File: config.mk
export PLATFORM = sky130hd
export DESIGN_NAME = fpaddsub_normalize_stage
export DESIGN_NICKNAME = d
export VERILOG_FILES = /design/src/rtl/fpaddsub_pkg.sv /design/src/rtl/fpaddsub_lzc26.sv /design/src/rtl/fpaddsub_normalize_stage.sv
export SDC_FILE = /design/constraint.sdc
export NUM_CORES = 1
export LEC_CHECK = 0
export ABC_AREA = 1
export ABC_CLOCK_PERIOD_IN_PS = 3110
export BUFFER_PORTS_ARGS = -buffer_cell sky130_fd_sc_hd__buf_2
export CAP_MARGIN = 20
export CORE_UTILIZATION = 45
export CTS_BUF_LIST = sky130_fd_sc_hd__clkbuf_8 sky130_fd_sc_hd__clkbuf_16
export DETAILED_ROUTE_END_ITERATION = 16
export GPL_ROUTABILITY_DRIVEN = 0
export GPL_TIMING_DRIVEN = 0
export PLACE_DENSITY = 0.64
export SLEW_MARGIN = 20
export SYNTH_ARGS = -nofsm -noshare
export SYNTH_HDL_FRONTEND = slang
export SYNTH_SLANG_ARGS = --single-unit
File: constraint.sdc
create_clock -name clk -period 3.11 [get_ports clk]
set_clock_uncertainty 0.2 [all_clocks]
set_input_delay 0.1555 -clock clk [delete_from_list [all_inputs] [get_ports clk]]
set_output_delay 0.1555 -clock clk [all_outputs]
set_load 0.03 [all_outputs]
File: src/rtl/fpaddsub_pkg.sv
// Shared widths and sideband type for the FP add/sub normalization stage.
package fpaddsub_pkg;

    localparam int unsigned SUM_W  = 27;          // {Cout, hidden, frac, G, R}
    localparam int unsigned MAG_W  = SUM_W - 1;   // sum without the carry-out bit
    localparam int unsigned FRAC_W = 23;
    localparam int unsigned EXP_W  = 8;
    localparam int unsigned EXC_W  = 5;
    localparam int unsigned LZC_W  = 5;           // holds 0..26

    typedef struct packed {
        logic             sgn;
        logic             sa;
        logic             sb;
        logic             ctrl;
        logic             max_ab;
        logic [EXC_W-1:0] input_exc;
    } sideband_t;

endpackage

File: src/rtl/fpaddsub_lzc26.sv
// Combinational 26-bit leading-zero counter; an all-zero input yields 26.
module fpaddsub_lzc26
    import fpaddsub_pkg::*;
(
    input  logic [MAG_W-1:0] value,
    output logic [LZC_W-1:0] count
);

    // Scan upward so the highest set bit has the final say.
    always_comb begin
        count = LZC_W'(MAG_W);
        for (int unsigned i = 0; i < MAG_W; i++) begin
            if (value[i]) begin
                count = LZC_W'(MAG_W - 1 - i);
            end
        end
    end

endmodule

File: src/rtl/fpaddsub_normalize_stage.sv
// Two-stage normalization between the significand adder and the rounder:
// stage 1 captures the sum with its leading-zero count, stage 2 shifts and
// forms both candidate exponents. Valid/ready handshake on both sides.
module fpaddsub_normalize_stage
    import fpaddsub_pkg::*;
(
    input  logic              clk,
    input  logic              rst,
    input  logic              in_valid,
    output logic              in_ready,
    input  logic [SUM_W-1:0]  SumIn,
    input  logic              StickyIn,
    input  logic [EXP_W-1:0]  ExpIn,
    input  logic              Sgn,
    input  logic              Sa,
    input  logic              Sb,
    input  logic              Ctrl,
    input  logic              MaxAB,
    input  logic [EXC_W-1:0]  InputExc,
    output logic              out_valid,
    input  logic              out_ready,
    output logic [FRAC_W-1:0] NormM,
    output logic              R,
    output logic              S,
    output logic              MSBShift,
    output logic [EXP_W:0]    ExpOK,
    output logic [EXP_W:0]    ExpOF,
    output logic              ZeroSum,
    output logic              NegE,
    output logic              Sgn_q,
    output logic              Sa_q,
    output logic              Sb_q,
    output logic              Ctrl_q,
    output logic              MaxAB_q,
    output logic [EXC_W-1:0]  InputExc_q
);

    logic             adv1;
    logic             adv2;

    logic [LZC_W-1:0] lzc_raw;
    logic [LZC_W-1:0] k_in;

    logic             s1_valid;
    logic [MAG_W-1:0] s1_mant;
    logic             s1_msb;
    logic             s1_sticky;
    logic [EXP_W-1:0] s1_exp;
    logic [LZC_W-1:0] s1_k;
    sideband_t        s1_side;

    logic [MAG_W-2:0]  shifted;
    logic [FRAC_W-1:0] norm_m;
    logic              r_bit;
    logic              s_bit;
    logic              sum_zero;
    logic              zero_sum;
    logic              neg_e;
    logic [EXP_W:0]    exp_ext;
    logic [EXP_W:0]    k_ext;
    logic [EXP_W:0]    exp_ok;
    logic [EXP_W:0]    exp_of;

    sideband_t         out_side;

    assign adv2     = ~out_valid | out_ready;
    assign adv1     = ~s1_valid | adv2;
    assign in_ready = adv1;

    fpaddsub_lzc26 u_lzc (
        .value (SumIn[MAG_W-1:0]),
        .count (lzc_raw)
    );

    // A carry-out means a right shift by one, so the left-shift count is zero.
    assign k_in = SumIn[SUM_W-1] ? '0 : lzc_raw;

    // Stage 1: capture the sum, exponent, sideband, shift count and carry flag.
    always_ff @(posedge clk) begin
        if (rst) begin
            s1_valid  <= 1'b0;
            s1_mant   <= '0;
            s1_msb    <= 1'b0;
            s1_sticky <= 1'b0;
            s1_exp    <= '0;
            s1_k      <= '0;
            s1_side   <= '0;
        end else if (adv1) begin
            s1_valid <= in_valid;
            if (in_valid) begin
                s1_mant   <= SumIn[MAG_W-1:0];
                s1_msb    <= SumIn[SUM_W-1];
                s1_sticky <= StickyIn;
                s1_exp    <= ExpIn;
                s1_k      <= k_in;
                s1_side   <= '{sgn: Sgn, sa: Sa, sb: Sb, ctrl: Ctrl,
                               max_ab: MaxAB, input_exc: InputExc};
            end
        end
    end

    // The top magnitude bit never survives into the fraction window after a
    // left shift, so only the lower 25 bits are shifted.
    assign shifted = s1_mant[MAG_W-2:0] << s1_k;

    // Stage 2 datapath: normalize fraction, exponent candidates and qualifiers.
    always_comb begin
        norm_m = '0;
        r_bit  = 1'b0;
        s_bit  = 1'b0;
        if (s1_msb) begin
            norm_m = s1_mant[MAG_W-1:3];
            r_bit  = s1_mant[2];
            s_bit  = s1_mant[1] | s1_mant[0] | s1_sticky;
        end else begin
            norm_m = shifted[MAG_W-2:2];
            r_bit  = shifted[1];
            s_bit  = shifted[0] | s1_sticky;
        end
        sum_zero = ~s1_msb & (s1_mant == '0);
        zero_sum = sum_zero & ~s1_sticky;
        exp_ext  = {1'b0, s1_exp};
        k_ext    = {{(EXP_W + 1 - LZC_W){1'b0}}, s1_k};
        exp_ok   = exp_ext - k_ext;
        exp_of   = exp_ext + 1'b1;
        // A sum that is only sticky has nothing left to normalize: underflow.
        neg_e    = ~zero_sum & ~s1_msb & ((exp_ext <= k_ext) | sum_zero);
    end

    // Stage 2: register the result; hold everything while the rounder stalls.
    always_ff @(posedge clk) begin
        if (rst) begin
            out_valid <= 1'b0;
            NormM     <= '0;
            R         <= 1'b0;
            S         <= 1'b0;
            MSBShift  <= 1'b0;
            ExpOK     <= '0;
            ExpOF     <= '0;
            ZeroSum   <= 1'b0;
            NegE      <= 1'b0;
            out_side  <= '0;
        end else if (adv2) begin
            out_valid <= s1_valid;
            if (s1_valid) begin
                NormM    <= norm_m;
                R        <= r_bit;
                S        <= s_bit;
                MSBShift <= s1_msb;
                ExpOK    <= exp_ok;
                ExpOF    <= exp_of;
                ZeroSum  <= zero_sum;
                NegE     <= neg_e;
                out_side <= s1_side;
            end
        end
    end

    assign Sgn_q      = out_side.sgn;
    assign Sa_q       = out_side.sa;
    assign Sb_q       = out_side.sb;
    assign Ctrl_q     = out_side.ctrl;
    assign MaxAB_q    = out_side.max_ab;
    assign InputExc_q = out_side.input_exc;

endmodule

==> Word-level counts from Yosys, hierarchy flattened <==
Index checks and enable logic that the tools add are counted.
Widths: inputs -> output; s select.
{ "totals": {"wordCells": 79, "regBits": 109, "output_inout_bits": 58, "input_bits": 50} }
{ "classes": {"n_bitwise": 15, "mux": 30, "shift": 1, "addsub": 2, "magnitude_cmp": 1, "n_reduce_logical": 3} }
{ "ops": {"columns": ["operator", "count"], "rows": [
  ["$mux 5", 17],
  ["$mux 4", 8],
  ["$logic_not 26->1", 1],
  ["$shl 25x5->25", 1],
  ["$mux 23", 1],
  ["$add 8x1->9 const B", 1],
  ["$sub 8x5->9", 1],
  ["$le 8x5->1", 1],
  ["$or 1x1->1", 6],
  ["$not 1->1", 5],
  ["$and 1x1->1", 4],
  ["$mux 2", 2],
  ["$reduce_and 2->1", 2],
  ["$mux 1", 2]
]} }

==> Longest topological paths before layout <==
{ "logic_depth": {"word_depth": 27, "depth_mapped": 27, "depth_no_buf": 27} }

==> By module <==
A second synthesis with hierarchy kept.
{ "hier_totals": {"hier_cells": 892, "area_unflattened_um2": 5833.1} }
{ "by_module_without_submodules": {"columns": ["module", "instances", "cells_each", "area_per_inst_um2", "seq_area_each_um2"], "rows": [
  ["fpaddsub_normalize_stage", 1, 814, 5487.8, 2182.1],
  ["fpaddsub_lzc26", 1, 78, 345.3, 0.0]
]} }

==> Worst setup path after synthesis <==
Ideal clock, no wire load.
{ "synth_timing": {"path_type": "reg-to-reg", "start": "register s1_k[2]", "end": "register NegE", "required_time_ns": 2.840, "period_less_slack_ns": 2.426, "path_stages_with_launch": 14, "path_buffers": 2, "setup_ns": 0.070, "path_slack_ns": 0.684, "arrival_time_ns": 2.155, "path_cell_list": "dfxtp_1 buf_2 inv_2 clkbuf_1 ha_1 a21oi_1 and2_1 inv_2 a21oi_1 o21bai_1 or2_1 o311ai_1 nand3_1 a21oi_1"} }
{ "synth_via": {"elab_chain_cells": 3} }
{ "synth_lines": {"columns": ["item", "line", "text"], "rows": [
  ["from (decl)", "fpaddsub_normalize_stage.sv:49", "logic [LZC_W-1:0] s1_k;"],
  ["from (signal assigned)", "fpaddsub_normalize_stage.sv:95", "s1_k <= k_in;"],
  ["$le 8x5->1", "fpaddsub_normalize_stage.sv:127", "neg_e = ~zero_sum & ~s1_msb & ((exp_ext <= k_ext) | sum_zero);"],
  ["$or 1x1->1", "fpaddsub_normalize_stage.sv:127", null],
  ["$and 1x1->1", "fpaddsub_normalize_stage.sv:127", null],
  ["to (signal assigned)", "fpaddsub_normalize_stage.sv:153", "NegE <= neg_e;"],
  ["to (decl)", "fpaddsub_normalize_stage.sv:29", "output logic NegE,"]
]} }
No other way between the ends.
A chain may end at the register's enable or synchronous reset.

==> Worst setup path in the final report <==
Same ends and word-level chain as after synthesis.

==> reports/results.ini <==
[yosys]
mean_post_synth_cell_area_sq_um=6.80
synthesized_cell_area_sq_um=5630
synthesis.yosys.warnings=0
syn_nets=884
synth.ff_latch_count=109
dominantRegCellSynth=sky130_fd_sc_hd__dfxtp_1
post_synth_num_cell_types=44
synth_enable_flop_cells=0
postSynth.asyncResetShare_pct=0
netlist_instances=827
sequential_fraction_of_the_synthesis_area_pct=38.8

[hold_path]
timing.hold.worst_endpoint=s1_mant[24]
timing.hold.worst_path_depth=4
holdCritPathClass=in -> reg
critical_hold_path_startpoint=in_valid

[timing]
final_min_period_over_clock_period_pct=91.4
period_minus_slack_ns=2.84
rsz_0062_raised_after_global_routing=false
timing.final.setup_violations=0
hold_viol=0
fin_worst_hold_slack_ns=0.248
fin_tns_setup_ns=0
slew_violations=0
max_freq_mhz=352
worst_pin_slew_ns=0.597
slew_headroom_pct=60.2

[die]
full_die_area_sq_um=13000
placeableCoreArea_sq_um=12100
initial_utilization_pct=46.4
row_count=40
die_x_um=114
boundaryPins=108
dieHeight_um=114

[final_layout]
filler_cell_count=1258
design.final.nets=1051
antennaDiodeCount=0
post_route_cells_drive_above_1_share_pct=15.1
layout.cells.most_common=sky130_fd_sc_hd__nand2_1
top_library_cells_by_usage_in_the_layout_fill_and_taps_aside=166 x sky130_fd_sc_hd__nand2_1, 114 x sky130_fd_sc_hd__buf_2, 109 x sky130_fd_sc_hd__dfxtp_1, 99 x sky130_fd_sc_hd__o21ai_0, 96 x sky130_fd_sc_hd__nor2_1
syn_to_final_growth_pct=27.0

[detailed_routing]
route.final.wire_length_mm=17.8
detail-route-antenna-nets=0
wire_per_inst_um=15.3
viasPerCell=5.14
via_count=6004
first_iter_violations=443
route.detailed.drc=0
drt_pass1_iterations=5

[clock_network]
cts.sink_count=109
clock_latency_on_the_worst_skew_pair_ns=0.36
number_of_buffers_created_by_cts=9
number_of_levels_the_h_tree_was_split_into=3
clk_path_buf_depth=2
cts_tree=done
cts.repair.resized=0
ctsRootBufferMaster=sky130_fd_sc_hd__clkbuf_16
clk_slew_on_worst_s_h_paths_ns=0.08

[worst_setup_path]
worst-path-buf-inv=4
rrSetupSlack_ns=0.27
critical_path_required_ns=3.20
worst_ep_arrival_time_ns=2.93
critPathMaxFanout=10
worst_path_largest_cell_delay_ns=0.39
r2r.worst_path.cells=13
worst_path_most_repeated_cell=sky130_fd_sc_hd__a21oi_1
largest_delay_share_family_worst_path=buffers and inverters
reg2reg_from=s1_k[2]
cp-end-kind=flip-flop
worst-setup-path-type=reg -> reg
crit_slowest_cell=sky130_fd_sc_hd__clkbuf_1
worst_r2r_endpoint=NegE
crit_chain=buf_2 > inv_2 > clkbuf_1 > ha_1 > a21oi_1 > and2_1 > inv_2 > a21oi_1 > o21bai_1 > or2_1 > o311ai_1 > nand3_1 > a21oi_1
worstSetupStartpointType=flip-flop

[run]
maxCapViolations=0

[global_route]
global_route_wire_length_before_repair_mm=28.4
grt_antenna_before_repair=0
gr-total-overflow=0
largest_net_degree_at_the_start_of_global_routing=20
number_of_global_route_vias_before_repair=5522
grtUsageTotal_pct=28.4

[status]
run_status=finished clean

[placed_design]
detailed_place_hpwl_mm=13.6
port_buffers=106

[power]
vdd_drop_max_uv=237
finalPower_w=0.00335
power_per_cell_area_nw_per_um2=469
static-leakage-power_nw=3.20

routing by layer:
metal / routed length [um] / vias to the layer above / global-route usage, %
met5: 0 / - / 0
met4: 413 / 0 / 10.2
met3: 1180 / 31 / 3.93
met2: 7670 / 208 / 44.3
met1: 8550 / 2701 / 40.0
li1: - / 3064 / -
logic make-up (layout without fill, tap and decap cells):
group / Yosys count / count (layout) / synth area share [%]
simple gates: 299 / 299 / 21.2
compound gates: 253 / 253 / 24.8
buf+inv: 140 / 312 / 10.3
flops: 109 / 109 / 38.8
mux: 11 / 11 / 1.96
xor+xnor: 8 / 8 / 1.25
fa+ha+maj: 7 / 7 / 1.69
worst max path at each step:
| stage | from | end | slack, ns | depth (start not counted) |
|---|---|---|---|---|
| after CTS | s1_k[2] | NegE | 0.30 | 13 |
| after floorplan | s1_k[2] | NegE | 0.68 | 13 |
| after global routing | s1_k[2] | NegE | 0.02 | 13 |
| final | s1_k[2] | NegE | 0.27 | 13 |
| after detailed placement | s1_k[2] | NegE | 0.33 | 13 |
| after global placement | s1_k[2] | NegE | 0.28 | 13 |
worst register-to-register path, cell delays in order (launching register included):
cell and delay, ns:
sky130_fd_sc_hd__dfxtp_1 0.30, sky130_fd_sc_hd__buf_2 0.18, sky130_fd_sc_hd__inv_2 0.13, sky130_fd_sc_hd__clkbuf_1 0.39, sky130_fd_sc_hd__ha_1 0.37, sky130_fd_sc_hd__a21oi_1 0.13
sky130_fd_sc_hd__and2_1 0.19, sky130_fd_sc_hd__inv_2 0.04, sky130_fd_sc_hd__a21oi_1 0.13, sky130_fd_sc_hd__o21bai_1 0.13, sky130_fd_sc_hd__or2_1 0.25, sky130_fd_sc_hd__o311ai_1 0.09
sky130_fd_sc_hd__nand3_1 0.13, sky130_fd_sc_hd__a21oi_1 0.14
cells in the mapped netlist (6+ instances only):
cell type / number / area share [%]
sky130_fd_sc_hd__inv_2: 14 / 0.93
sky130_fd_sc_hd__dfxtp_1: 109 / 39
sky130_fd_sc_hd__o21ai_0: 99 / 8.8
sky130_fd_sc_hd__o21ai_1: 34 / 3.0
sky130_fd_sc_hd__buf_2: 8 / 0.71
sky130_fd_sc_hd__a31oi_1: 19 / 2.1
sky130_fd_sc_hd__ha_1: 6 / 1.3
sky130_fd_sc_hd__inv_1: 73 / 4.9
sky130_fd_sc_hd__nand2_1: 166 / 11
sky130_fd_sc_hd__nor2_1: 96 / 6.4
sky130_fd_sc_hd__nand3_1: 15 / 1.3
sky130_fd_sc_hd__a21oi_1: 65 / 5.8
sky130_fd_sc_hd__mux2i_1: 11 / 2.0
sky130_fd_sc_hd__o211ai_1: 15 / 2.0
sky130_fd_sc_hd__clkbuf_1: 36 / 2.4
per-stage QoR:
stage               util [%]  area [sq um]  worst slack [ns]  cells
finish                  59.0          7150             0.268   1167
global route            59.0          7150            0.0172   1167
CTS                     59.0          7150             0.304   1167
detailed placement      52.6          6370             0.329   1101
global placement        52.6          6370             0.283   1101
floorplan                  -          5630             0.684    827
state kept, by name, indices dropped and copies added, names as in the netlist, 5 cells and up:
signal,count
NormM,23
ExpOF,9
s1_k,5
ExpOK,9
s1_mant,26
s1_side,10
InputExc_q,5
s1_exp,8
area by class of cell:
cell class / instances / area [sq um] / area share, %
multi-input combinational: 578 / 2860 / 40.1
sequential: 109 / 2180 / 30.5
timing repair buffer: 156 / 1030 / 14.4
inverter: 89 / 348 / 4.87
buffer: 51 / 233 / 3.26
clock buffer: 9 / 225 / 3.15
tap: 168 / 210 / 2.94
clock inverter: 7 / 55.1 / 0.770
repair_timing:
| item | in CTS | in global routing |
|---|---|---|
| hold endpoints to repair | 56 | 0 |
| hold buffers | 50 | 0 |
| buffers inserted | 0 | 0 |
power breakdown:
| part | total [W] | leakage [nW] | internal, W | switching (W) |
|---|---|---|---|---|
| clock | 0.00112 | 0.144 | 0.000556 | 0.000560 |
| combinational | 0.000685 | 2.16 | 0.000246 | 0.000439 |
| sequential | 0.00155 | 0.898 | 0.00148 | 0.0000629 |
| total | 0.00335 | 3.20 | 0.00229 | 0.00106 |
No activity file was read; power rests on OpenSTA's default activity.
